==> config.mk <==
export PLATFORM = sky130hd
export DESIGN_NAME = car_sensor_decoder
export DESIGN_NICKNAME = d
export VERILOG_FILES = /design/src/rtl/car_sensor_decoder.sv
export SDC_FILE = /design/constraint.sdc
export NUM_CORES = 1
export LEC_CHECK = 0
export ABC_CLOCK_PERIOD_IN_PS = 2300
export CORE_MARGIN = 4
export CORE_UTILIZATION = 61
export DETAILED_ROUTE_END_ITERATION = 10
export DONT_BUFFER_PORTS = 1
export PLACE_DENSITY = 0.77
export RECOVER_POWER = 100
export SLEW_MARGIN = 15
export SYNTH_ARGS = -nofsm -noshare
export SYNTH_HDL_FRONTEND = slang
export SYNTH_SLANG_ARGS = --single-unit
export TNS_END_PERCENT = 100
==> constraint.sdc <==
create_clock -name clk -period 2.3 [get_ports clk]
set_input_delay 0.46 -clock clk [delete_from_list [all_inputs] [get_ports clk]]
set_output_delay 0.46 -clock clk [all_outputs]
set_load 0.005 [all_outputs]
==> src/rtl/car_sensor_decoder.sv <==
// Two-sensor car direction decoder: synchronizes and debounces the outer/inner photo-sensors,
// then walks a direction FSM that pulses enter, exit or seq_error for each completed pattern.
module car_sensor_decoder #(
    parameter int unsigned DEBOUNCE_CYCLES = 4
) (
    input  logic clk,
    input  logic reset,
    input  logic outer_raw,
    input  logic inner_raw,
    output logic outer_clean,
    output logic inner_clean,
    output logic enter,
    output logic exit,
    output logic seq_error
);

    localparam logic [7:0] LastCnt = 8'(DEBOUNCE_CYCLES - 1);

    typedef enum logic [2:0] {
        StIdle, StE1, StE2, StE3, StX1, StX2, StX3, StErr
    } state_e;

    // Bit 1 is the outer sensor, bit 0 the inner sensor throughout.
    logic [1:0]      sync1;
    logic [1:0]      sync2;
    logic [1:0]      clean;
    logic [1:0][7:0] cnt;

    state_e state_q, state_d;
    logic   enter_d, exit_d, seq_error_d;

    always_ff @(posedge clk or negedge reset) begin
        if (!reset) begin
            sync1 <= '0;
            sync2 <= '0;
            clean <= '0;
            cnt   <= '0;
        end else begin
            sync1 <= {outer_raw, inner_raw};
            sync2 <= sync1;
            for (int i = 0; i < 2; i++) begin
                if (sync2[i] != clean[i]) begin
                    if (cnt[i] == LastCnt) begin
                        clean[i] <= sync2[i];
                        cnt[i]   <= '0;
                    end else begin
                        cnt[i] <= cnt[i] + 8'd1;
                    end
                end else begin
                    cnt[i] <= '0;
                end
            end
        end
    end

    assign outer_clean = clean[1];
    assign inner_clean = clean[0];

    always_ff @(posedge clk or negedge reset) begin
        if (!reset) begin
            state_q   <= StIdle;
            enter     <= 1'b0;
            exit      <= 1'b0;
            seq_error <= 1'b0;
        end else begin
            state_q   <= state_d;
            enter     <= enter_d;
            exit      <= exit_d;
            seq_error <= seq_error_d;
        end
    end

    always_comb begin
        state_d = state_q;
        unique case (state_q)
            StIdle: unique case (clean)
                2'b10: state_d = StE1;
                2'b01: state_d = StX1;
                2'b11: state_d = StErr;
                default: state_d = StIdle;
            endcase
            StE1: unique case (clean)
                2'b11: state_d = StE2;
                2'b00: state_d = StIdle;
                2'b01: state_d = StErr;
                default: state_d = StE1;
            endcase
            StE2: unique case (clean)
                2'b01: state_d = StE3;
                2'b10: state_d = StE1;
                2'b00: state_d = StErr;
                default: state_d = StE2;
            endcase
            StE3: unique case (clean)
                2'b00: state_d = StIdle;
                2'b11: state_d = StE2;
                2'b10: state_d = StErr;
                default: state_d = StE3;
            endcase
            StX1: unique case (clean)
                2'b11: state_d = StX2;
                2'b00: state_d = StIdle;
                2'b10: state_d = StErr;
                default: state_d = StX1;
            endcase
            StX2: unique case (clean)
                2'b10: state_d = StX3;
                2'b01: state_d = StX1;
                2'b00: state_d = StErr;
                default: state_d = StX2;
            endcase
            StX3: unique case (clean)
                2'b00: state_d = StIdle;
                2'b11: state_d = StX2;
                2'b01: state_d = StErr;
                default: state_d = StX3;
            endcase
            default: state_d = (clean == 2'b00) ? StIdle : StErr;
        endcase
    end

    // Pulses fire only on completion or on entry into ERR; aborts and reversals stay silent.
    always_comb begin
        enter_d     = (state_q == StE3) && (clean == 2'b00);
        exit_d      = (state_q == StX3) && (clean == 2'b00);
        seq_error_d = (state_q != StErr) && (state_d == StErr);
    end

endmodule

---- Word level (Yosys, flattened, before mapping) ----
Cells that the tools add are included.
Widths: inputs -> output; s select.
word-level totals
  register bits ........................... 28
  bits in latches ......................... 0
  bits in writable memories ............... 0
  memory bits (read-only) ................. 0
  input port bits ......................... 4
  word-level logic and storage cells ...... 47
  memories kept ........................... 0
cells by class
  add/subtract/negate cells ............... 2
  multipliers ............................. 0
  div/mod/pow operators ................... 0
  order comparisons ....................... 0
  eq/ne operators ......................... 15
  shift-type cells ........................ 0
  multiplexer cells ....................... 13
  bitwise gates (word level) .............. 0
  reductions and logical operators ........ 7
operators with widths
  cell                 number
  $pmux 3 s3           6
  $mux 8               4
  $pmux 3 s7           1
  $add 8x1->8 const B  2
  $eq 8x2->1 const B   2
  $eq 3x3->1 const B   4
  $eq 3x2->1 const B   2
  $pmux 2 s3           1
  $eq 2x2->1 const B   2
  $reduce_and 2->1     2
  $eq 3x1->1 const B   1
  $logic_and 1x1->1    3
  $logic_not 3->1      1
  $mux 3               1
  $ne 3x3->1 const B   1
  $eq 2x1->1 const B   1
  $logic_not 2->1      1
  $ne 1x1->1           2

---- Logic depth before layout (Yosys ltp) ----
  depth in word-level cells ............... 5
  mapped depth ............................ 7

---- Worst setup path before layout ----
OpenSTA, ideal clock, no wires.
  kind .................................... reg2reg
  start ................................... register clean[1]
  end ..................................... register seq_error
  data arrival time ....................... 1.581 ns
  required time ........................... 2.166 ns
  slack ................................... 0.585 ns
  cell stages (with the launch flop) ...... 8
  clock period less this slack ............ 1.715 ns
  path through ............................ dfrtp_1 -> inv_1 -> ha_1 -> nor2_1 -> nor2_1 -> a32o_2 -> a211o_1 -> nor3b_2
on the way
  longest elaborated chain between the ends .. 5
ends and longest elaborated chain
  what                                line  text
  start: declaration                  26    logic [1:0] clean;
  start signal: indexed assignment    44    clean[i] <= sync2[i];
  $eq 2x1->1 (tied with other cells)  n/a
  $pmux 3 s3 (tied with other cells)  112   StX3: unique case (clean)
  $pmux 3 s7 (*)                      75    unique case (state_q)
  named net state_d[0]                29    state_e state_q, state_d;
  $eq 3x3->1 (*)                      126   seq_error_d = (state_q != StErr) && (state_d == StErr);
  $logic_and 1x1->1 (*)               126
  named net seq_error_d               30    logic enter_d, exit_d, seq_error_d;
  end signal: assignment              69    seq_error <= seq_error_d;
  end: declaration                    14    output logic seq_error
The timed path passes the listed nets; every way through them passes the cells marked *.
A chain may end at the register's enable or synchronous reset.

---- Worst setup path after layout ----
  start ................................... register clean[0]
  end ..................................... register seq_error
The elaborated chain is that of the path after synthesis.

==> flow_summary.json <==
{
  "outcome": "finished clean",
  "final_cell_mix": "dfrtp_1 (28), nor2_1 (19), xor2_1 (11), nand3_1 (10), ha_1 (10)",
  "yosysWarnings": 0,
  "hold_viol_final": 0,
  "p_int_uw": 968,
  "skew_ps": 4.51,
  "via_per_inst": 5.70,
  "critPathSlowestCell": "dfrtp_1",
  "crit_type": "reg -> reg",
  "grt_pass1_vias": 932,
  "die_h_um": 56.7,
  "cts_buffers": 3,
  "start_util_pct": 64.9,
  "power_frac_seq_pct": 47.5,
  "postCtsSetupBuffers": 0,
  "cts_resized": 0,
  "r2r_cells": 6,
  "p_leak_uw": 0.000697,
  "port_buffers": 0,
  "die-area_mm2": 0.00322,
  "h-tree-depth": 1,
  "core_area_mm2": 0.00223,
  "period_share_pct": 82.1,
  "drive_gt1_share_pct": 4.35,
  "yosysUniqueCellTypes": 33,
  "rows": 17,
  "firstDrtPassIters": 4,
  "min_path_cells": 0,
  "grt-ovfl-total": 0,
  "cpPeakStageDelay_ps": 540,
  "drt_wl_total_mm": 2.39,
  "wl_per_cell_um": 14.4,
  "rsz0062_at_grt": "no",
  "grt_util_all_layers_pct": 16.7,
  "place.gp.congestion": 0.886,
  "cts_buffer_depth": 2,
  "finalSetupTns_ps": 0,
  "p_switching_uw": 671,
  "final_max_slew_viol_count": 0,
  "drt_iter0_markers": 22,
  "endpoint_kind": "flop",
  "final_common_cell": "dfrtp_1",
  "num_vias": 947,
  "start_kind": "flop",
  "power_frac_comb_pct": 40.7,
  "die_x_um": 56.7,
  "root_buffer": "clkbuf_4",
  "slew_headroom_pct": 6.96,
  "cp_cell_sequence": "inv_1, ha_1, mux2i_1, a31oi_1, a211o_1, nor3b_1",
  "ioPinCount": 9,
  "grt_max_degree": 29,
  "synth_ff_type": "dfrtp_1",
  "postSynthCellCount": 136,
  "num_antenna_cells": 0,
  "drtAntennaViolNets": 0,
  "maxCapViolCount": 0,
  "ir_worst_vdd_mv": 0.832,
  "drc_errors": 0,
  "antenna_found_initial": 0,
  "finalSetupViolations": 0,
  "tightest_slew_ps": 1400,
  "async_reset_ff_share_pct": 100,
  "crit_arrival_ps": 2090,
  "fin_nets": 154,
  "area_growth_pct": 2.68,
  "synth_fp_nets": 150,
  "grt_first_pass_wirelength_mm": 4.25,
  "dpl_cell_area_mm2": 0.00146,
  "hp-class": "in -> reg",
  "required_ps": 2500,
  "synth_area_leaders": "dfrtp_1 (48%), ha_1 (8.6%), xor2_1 (6.6%), nor2_1 (4.9%), nand3_1 (3.5%)",
  "synth-edff-count": 0,
  "p_clk_share_pct": 11.7,
  "synth_top_area_share_pct": 48.4,
  "sw_frac_of_total_pct": 41.0,
  "stdcell_area_mm2": 0.00149,
  "path_max_fanout": 8,
  "hpwl_mm": 1.72,
  "cts.clk_slew.worst_paths_ps": 130,
  "clock_latency_ps": 320,
  "min_period_ps": 1890,
  "cts_tree": "built",
  "max_freq_mhz": 529,
  "p_per_area_mw_per_mm2": 1100,
  "ys_seq_elements": 28,
  "yosysTopAreaCell": "dfrtp_1",
  "yosysSeqAreaShare_pct": 48.4,
  "syn_area_mm2": 0.00145,
  "cts_sinks": 28,
  "synth_area_per_cell_um2": 10.7
}
[power groups by stage]
stage          clock network [µW]  logic (µW)  registers (µW)
6_report                      193         668             779
5_1_grt                       220         755             808
4_1_cts                       199         703             781
3_5_place_dp                    0         682             792
3_3_place_gp                    0         661             780
2_1_floorplan                   0         640             698
[worst max-delay path, delay by kind of cell, from the launching register on]
family                   cells  cell delay (ps)
AO/OA/AOI/OAI                2              390
buffers and inverters        1              150
multiplexers                 1              210
AND/OR/NAND/NOR              1              140
adder cells (fa/ha/maj)      1              360
flip-flops                   1              540
[repair_timing]
item                                   CTS  global route
setup endpoints to repair                0             0
hold buffers                             2             0
endpoints found under the hold margin   28             0
[final timing paths]
path,start,end,slack [ps]
min in group asynchronous,reset,cnt[6],990
setup / recovery,clean[0],seq_error,410
max in group asynchronous,reset,sync1[1],500
setup reg to reg,clean[0],seq_error,410
hold / removal,outer_raw,sync1[1],150
hold reg to reg,sync1[0],sync2[0],370
[metal layers]
layer  GRT usage [%]  vias to the layer above  wire (µm)
met5               0                        -          0
met3            2.76                        2         92
met2            27.1                       15       1130
met1            23.0                      457       1160
met4            4.97                        0         17
li1                -                      473          -
[cell usage after synthesis (2+ instances only)]
library cell	n
nand2_1	9
dfrtp_1	28
xnor2_1	3
mux2_1	2
and3_1	6
nand3b_1	2
a21oi_1	2
nor3_1	3
nor2_1	19
xor2_1	11
nand3_1	10
mux2i_1	2
inv_1	3
nor4b_1	3
ha_1	10
buf_4	3
nor2b_1	2
nand2b_1	3
[final cells by class]
| cell class | instances | area, µm² |
|---|---|---|
| well taps | 28 | 35.0 |
| multi-input cells | 102 | 704 |
| repair buffers | 2 | 13.8 |
| fillers | 172 | 746 |
| clock buffers | 3 | 22.5 |
| flip-flops and latches | 28 | 701 |
| inverters | 3 | 11.3 |
[sequential cells by signal, indices dropped and copies added, names as in the netlist]
register and cells:
sync1 2, seq_error 1, enter 1, state_q 3, cnt 16, clean 2
sync2 2, exit 1
[kinds of logic (layout without fill, tap and decap cells)]
family,Yosys count,count (layout),synth area share [%]
AOI/OAI and AO/OA,10,10,5.61
xor gates and xnor gates,14,14,8.46
adders and majority gates,10,10,8.64
buffers and inverters,6,8,2.33
DFF,28,28,48.4
muxes,5,5,3.71
and+or+nand+nor,63,63,22.9
[metrics by stage]
stage | util [%] | hold slack (ps) | worst slack (ps) | power [µW] | cells
2_1_floorplan | - | 164 | 585 | 1340 | 136
3_3_place_gp | 65.4 | 165 | 480 | 1440 | 161
3_5_place_dp | 65.4 | 165 | 409 | 1470 | 161
4_1_cts | 67.8 | 144 | 378 | 1680 | 166
5_1_grt | 66.6 | 126 | 171 | 1780 | 166
6_report | 66.6 | 155 | 411 | 1640 | 166
(Power assumes the default switching activity.)
